`src/rtl/uart_loader_pkg.sv`:
```
// Shared definitions for the UART boot loader: opcodes and parser states.
package uart_loader_pkg;

   typedef enum logic [2:0] {
      S_IDLE,
      S_OPC,
      S_ADDR,
      S_LEN,
      S_DATA_RX,
      S_DATA_WR,
      S_CKSUM
   } state_t;

   localparam logic [7:0] CMD_W = 8'h57;
   localparam logic [7:0] CMD_G = 8'h47;
   localparam logic [7:0] CMD_H = 8'h48;

endpackage

```
`src/rtl/uart_loader.sv`:
```
// Host-to-memory boot loader: pops framed commands from uart_rx, writes payload
// bytes to memory and holds/releases the core via cpu_hold/boot_addr.
module uart_loader
   import uart_loader_pkg::*;
#(
   parameter int unsigned ADDR_W       = 32,
   parameter int unsigned TIMEOUT_CLKS = 1_000_000,
   parameter logic        HOLD_ON_RST  = 1'b1
) (
   input  logic              clk,
   input  logic              rst_n,
   input  logic [7:0]        rx_dout,
   input  logic              rx_full,
   output logic              rx_re,
   output logic              mem_valid,
   output logic [ADDR_W-1:0] mem_addr,
   output logic [7:0]        mem_wdata,
   input  logic              mem_ready,
   output logic              cpu_hold,
   output logic [ADDR_W-1:0] boot_addr,
   output logic              busy,
   output logic              pkt_done,
   output logic              err_cmd,
   output logic              err_cksum,
   output logic              err_timeout
);

   localparam int unsigned TMO_W = $clog2(TIMEOUT_CLKS + 1);

   state_t            state_q, state_d;
   logic [7:0]        byte_q;
   logic [7:0]        op_q;
   logic [1:0]        cnt_q;
   logic [31:0]       addr_sh;
   logic [15:0]       rem_q;
   logic [7:0]        sum_q;
   logic [TMO_W-1:0]  tmo_cnt;

   logic              rx_pop;
   logic              byte_in;
   logic              counting;
   logic              tmo_hit;
   logic [31:0]       addr_full;
   logic [15:0]       len_full;
   logic              ev_op, ev_done, ev_cmd_err, ev_cksum_err;

   // A popped byte is latched and consumed one clk later, while rx_re is high;
   // this is what places the earliest mem_valid after the rx_re pulse.
   assign byte_in   = rx_re;
   assign rx_pop    = rx_full && !rx_re && (state_q != S_DATA_WR);
   assign counting  = (state_q != S_IDLE) && (state_q != S_DATA_WR);
   assign tmo_hit   = counting && !rx_pop && !byte_in &&
                      (tmo_cnt == TMO_W'(TIMEOUT_CLKS - 1));
   assign addr_full = {byte_q, addr_sh[31:8]};
   assign len_full  = {byte_q, rem_q[15:8]};
   assign busy      = (state_q != S_IDLE);

   always_ff @(posedge clk or negedge rst_n) begin
      if (!rst_n) state_q <= S_IDLE;
      else        state_q <= state_d;
   end

   always_comb begin
      state_d      = state_q;
      ev_op        = 1'b0;
      ev_done      = 1'b0;
      ev_cmd_err   = 1'b0;
      ev_cksum_err = 1'b0;
      unique case (state_q)
         S_IDLE:    if (byte_in) state_d = S_OPC;
         S_OPC: begin
            ev_op = 1'b1;
            case (byte_q)
               CMD_W, CMD_G: state_d = S_ADDR;
               CMD_H: begin
                  ev_done = 1'b1;
                  state_d = S_IDLE;
               end
               default: begin
                  ev_cmd_err = 1'b1;
                  state_d    = S_IDLE;
               end
            endcase
         end
         S_ADDR: begin
            if (byte_in && cnt_q == 2'd3) begin
               if (op_q == CMD_W) state_d = S_LEN;
               else begin
                  ev_done = 1'b1;
                  state_d = S_IDLE;
               end
            end
         end
         S_LEN: begin
            if (byte_in && cnt_q == 2'd1)
               state_d = (len_full == 16'd0) ? S_CKSUM : S_DATA_RX;
         end
         S_DATA_RX: if (byte_in) state_d = S_DATA_WR;
         S_DATA_WR: begin
            if (mem_ready) state_d = (rem_q == 16'd1) ? S_CKSUM : S_DATA_RX;
         end
         S_CKSUM: begin
            if (byte_in) begin
               state_d = S_IDLE;
               if (byte_q == sum_q) ev_done = 1'b1;
               else                 ev_cksum_err = 1'b1;
            end
         end
         default: state_d = S_IDLE;
      endcase
      if (tmo_hit) state_d = S_IDLE;
   end

   always_ff @(posedge clk or negedge rst_n) begin
      if (!rst_n) begin
         rx_re       <= 1'b0;
         byte_q      <= '0;
         op_q        <= '0;
         cnt_q       <= '0;
         addr_sh     <= '0;
         rem_q       <= '0;
         sum_q       <= '0;
         tmo_cnt     <= '0;
         mem_valid   <= 1'b0;
         mem_addr    <= '0;
         mem_wdata   <= '0;
         cpu_hold    <= HOLD_ON_RST;
         boot_addr   <= '0;
         pkt_done    <= 1'b0;
         err_cmd     <= 1'b0;
         err_cksum   <= 1'b0;
         err_timeout <= 1'b0;
      end else begin
         rx_re    <= rx_pop;
         pkt_done <= ev_done;
         if (rx_pop) byte_q <= rx_dout;

         if (rx_pop || state_q == S_IDLE) tmo_cnt <= '0;
         else if (counting)               tmo_cnt <= tmo_cnt + TMO_W'(1);

         if (state_d != state_q)                       cnt_q <= '0;
         else if (byte_in && (state_q == S_ADDR || state_q == S_LEN))
                                                       cnt_q <= cnt_q + 2'd1;

         if (ev_op) begin
            op_q        <= byte_q;
            sum_q       <= '0;
            err_cmd     <= ev_cmd_err;
            err_cksum   <= 1'b0;
            err_timeout <= 1'b0;
            if (byte_q == CMD_H) cpu_hold <= 1'b1;
         end
         if (ev_cksum_err) err_cksum <= 1'b1;

         if (state_q == S_ADDR && byte_in) begin
            addr_sh <= addr_full;
            if (cnt_q == 2'd3) begin
               if (op_q == CMD_W) mem_addr <= addr_full[ADDR_W-1:0];
               else begin
                  boot_addr <= addr_full[ADDR_W-1:0];
                  cpu_hold  <= 1'b0;
               end
            end
         end

         if (state_q == S_LEN && byte_in) rem_q <= len_full;

         if (state_q == S_DATA_RX && byte_in) begin
            mem_wdata <= byte_q;
            sum_q     <= sum_q + byte_q;
            mem_valid <= 1'b1;
         end

         if (state_q == S_DATA_WR && mem_ready) begin
            mem_valid <= 1'b0;
            mem_addr  <= mem_addr + ADDR_W'(1);
            rem_q     <= rem_q - 16'd1;
         end

         if (tmo_hit) begin
            mem_valid   <= 1'b0;
            err_timeout <= 1'b1;
         end
      end
   end

endmodule
```
`config.mk`:
```
export PLATFORM = sky130hd
export DESIGN_NAME = uart_loader
export DESIGN_NICKNAME = d
export VERILOG_FILES = /design/src/rtl/uart_loader_pkg.sv /design/src/rtl/uart_loader.sv
export SDC_FILE = /design/constraint.sdc
export NUM_CORES = 1
export LEC_CHECK = 0
export ABC_AREA = 1
export CAP_MARGIN = 20
export CORE_AREA = 3 3 99 171
export CTS_CLUSTER_SIZE = 14
export DETAILED_ROUTE_END_ITERATION = 7
export DIE_AREA = 0 0 102 174
export HOLD_SLACK_MARGIN = 0.06
export PLACE_DENSITY = 0.83
export SYNTH_ARGS = -nofsm -noshare
export SYNTH_HDL_FRONTEND = slang
export SYNTH_SLANG_ARGS = --single-unit
export TNS_END_PERCENT = 1
```
`constraint.sdc`:
```
create_clock -name clk -period 2.2 [get_ports clk]
set_input_delay 0.44 -clock clk [delete_from_list [all_inputs] [get_ports clk]]
set_output_delay 0.44 -clock clk [all_outputs]
set_load 0.02 [all_outputs]
```
==> impl_metrics.toml <==
[worst_setup_path]
worstSetupStartpointType = "flip-flop"
critical_path.startpoint = "state_q[0]$_DFF_PN0_"
worst_ep_required_time_ns = 1.76
r2r_slack_ns = 0.18
timing.setup.critical_path_class = "reg -> out"
rr_endpoint = "mem_addr[26]$_DFFE_PN0P_"
worst_ep_arrival_time_ns = 1.61
cp-end-kind = "primary output"
rr_worst_depth = 9
critical_path.max_fanout = 10
critical_path.reg2reg.startpoint = "mem_addr[0]$_DFFE_PN0P_"

[outcome]
outcome = "finished clean"

[detailed_routing]
met3_wirelength_microns = 1090
drt-total-wl_microns = 25000
drt_first_pass_iters = 5
highest-signal-layer = "met4"
wirelength_met1_microns = 8910
route.detailed.drc = 0
viasPerCell = 5.71
via_count = 8290
drt_iter0_drc = 590
ant_nets = 0
sum_of_met2_wire_segment_lengths_after_detailed_routing_microns = 13100
wl_per_cell_microns = 17.2

[logic_synthesis]
syn-mean-instance-area_sq_um = 7.72
ys_ff_latch = 168
synth.lib_cells_used.distinct = 41
synth.yosys.seq_area_share_pct = 47.5
synth_async_sr_flop_share_pct = 100
synth_top_cells_by_count = "310 x nand2_1, 167 x dfrtp_1, 130 x inv_1"
synth_top_cell_area_share_pct = 47.2
post-synth-top-area-cell = "dfrtp_1"
synthesis.nets = 1174
ys.warnings.count = 0
synthesis.instances = 1148
synthesis.area_sq_um = 8860
yosysMostFrequentCell = "nand2_1"
synth_flop_cell = "dfrtp_1"
post_synth_edffs = 0
synthTopCellsByArea = "dfrtp_1 47%, nand2_1 13%, o21ai_0 7.0%"

[place]
total_placed_cells_including_tap_cells = 1420
post-dp-hpwl_microns = 18600
buffers_on_ports = 91
detailed_place.area_sq_um = 10100
place.gp.congestion = 1.02

[sta]
final.min_clock_period_ns = 2.05
finalCritPeriodShare_pct = 93.1
relSlewSlack_pct = 68.9
final-hold-violation-count = 0
hold-worst-slack_ns = 0.484
fin_skew_ns = 0.0119
clock.fmax_mhz = 488
slew_violations = 0
aggregate_negative_setup_slack_ns = 0
rsz0062_at_grt = "no"
timing.final.setup_violations = 0
worst_slew_pin_slew_ns = 0.466

[grt]
grt_antenna_before_repair = 0
grt_overflow_total = 0
grt_pass1_vias = 8367
wire_length_of_the_first_global_routing_pass_microns = 41400
globalRouteTotalUtil_pct = 29.8
grt_max_degree = 65

[floorplanning]
die_h_microns = 174
floorplan.initialDensity_pct = 56.7
io_pins = 92
core_area_sq_um = 15600
floorplan_die_width_microns = 102
std_cell_rows = 60
floorplan.die_area_sq_um = 17700

[cells_and_area]
regArea_sq_um = 4210
nFillCells = 1292
post-route-cell-area_sq_um = 10800
insertedDiodeCount = 0
area_delta_synth_final_pct = 21.5
final_cell_count_no_fill = 1453
multi_input_area_sq_um = 3940
final_nets = 1280
layout-drive-gt1-share_pct = 7.73

[clocking]
clock_latency_on_the_worst_skew_pair_ns = 0.44
post_cts_buffers = 0
cts_root_buf = "clkbuf_16"
clock_tree.htree_level_count = 4
cts.reportedPaths.clkPinSlew_ns = 0.07
clock_tree_sinks = 168
numCtsBuffers = 17
cts_tree = "done"
clockBufferDepth = 2

[power_and_ir_drop]
internal_power_mw = 7.07
pwr-share-seq_pct = 36.3
power_frac_comb_pct = 38.6
power_switching_mw = 5.41
net_sw_share_pct = 43.3
leakage_nw = 5.05
power_density_nw_per_um2 = 1160
power.ir.vdd_worst_uv = 585
clock_power_share_pct = 25.1

[min_path]
worstHoldPathType = "reg -> reg"
min_from = "addr_sh[31]$_DFFE_PN0P_"
hold_path_depth = 2
hold_end = "addr_sh[23]$_DFFE_PN0P_"

[run]
maxCapViolCount = 0
[sequential cells by signal, indices dropped and copies added, names as in the netlist]
register / flops
addr_sh: 24
cpu_hold: 1
sum_q: 8
rx_re: 1
err_timeout: 1
tmo_cnt: 20
op_q: 8
boot_addr: 32
pkt_done: 1
rem_q: 16
err_cmd: 1
byte_q: 8
cnt_q: 2
err_cksum: 1
mem_wdata: 8
mem_valid: 1
state_q: 3
mem_addr: 32
[metrics by stage]
stage	utilization, %	total power, mW	worst slack [ns]
6_report	69.0	12.5	0.152
5_1_grt	69.0	13.3	0.0509
4_1_cts	68.9	12.5	0.00433
3_5_place_dp	64.8	9.30	0.0235
3_3_place_gp	64.8	9.21	0.0847
2_1_floorplan	-	7.37	0.441
[cell type report]
class	count	share of cell area (%)
clock buffers	17	3.95
clock inverters	15	2.00
inverters	137	4.82
multi-input cells	804	36.6
flip-flops and latches	168	39.1
well taps	186	2.16
repair buffers	126	11.4
[worst max-delay path, stage by stage (launching register included)]
cell and delay (ns):
dfrtp_2 0.50, nor2_1 0.22, nand2_2 0.12, dlygate4sd2_1 0.34
[layer usage]
metal,global-route usage [%],vias up
li1,-,3975
met1,32.6,3890
met2,52.0,313
met3,4.62,112
met4,19.2,0
met5,0,-
[worst max path at each step]
stage / cells after the start / slack [ns] / endpoint
6_report: 3 / 0.15 / busy
3_5_place_dp: 8 / 0.02 / mem_addr[16]$_DFFE_PN0P_
5_1_grt: 9 / 0.05 / mem_addr[16]$_DFFE_PN0P_
2_1_floorplan: 8 / 0.44 / mem_addr[30]$_DFFE_PN0P_
3_3_place_gp: 8 / 0.08 / mem_addr[16]$_DFFE_PN0P_
4_1_cts: 8 / 0.004 / mem_addr[16]$_DFFE_PN0P_
[repair_timing]
action | in CTS | in global routing
setup endpoints to repair | 1 | 2
hold endpoints to repair | 40 | 0
gates cloned | 0 | 0
hold buffers | 1 | 0
pin swaps | 0 | 0
resized for setup | 2 | 4
[power groups by stage]
stage	Combinational (mW)	Sequential, mW	Clock (mW)
2_1_floorplan	2.68	4.69	0
3_3_place_gp	4.66	4.54	0
3_5_place_dp	4.75	4.56	0
4_1_cts	4.78	4.51	3.16
5_1_grt	5.37	4.62	3.27
6_report	4.81	4.53	3.13
[cells in the final DEF, fill, tap and decap left out, types with 3 or more instances in the layout]
cell             synthesis  routed
o22ai_1                  9       9
o21ai_0                124     123
inv_1                  130     130
nor3_1                  25      25
nor3_2                   3       3
nand3_1                 78      78
buf_12                   0       4
xnor2_1                  3       3
buf_4                    2      30
dfrtp_1                167     164
clkdlybuf4s50_1          0      89
ha_1                    13      13
nor2_2                   6       7
nor2_1                  99      98
clkinv_8                 0       7
o31ai_1                  4       4
o21ai_1                 26      25
a21oi_1                 26      26
o221ai_1                 7       7
inv_12                   0       4
dfrtp_2                  0       3
nand2_1                310     310
clkbuf_16                0      17
nand4_1                 12      12
o211ai_1                14      14
xor2_1                  21      21
a31oi_1                  6       6
inv_2                    4       4
[logic make-up after synthesis]
group	after synthesis	share of synthesized area (%)
DFF	168	47.5
buffers and inverters	176	8.27
xor gates and xnor gates	24	2.37
and+or+nand+nor	541	25.6
AOI/OAI and AO/OA	225	14.2
adders and majority gates	14	2.06
No activity file was read; power rests on OpenSTA's default activity.
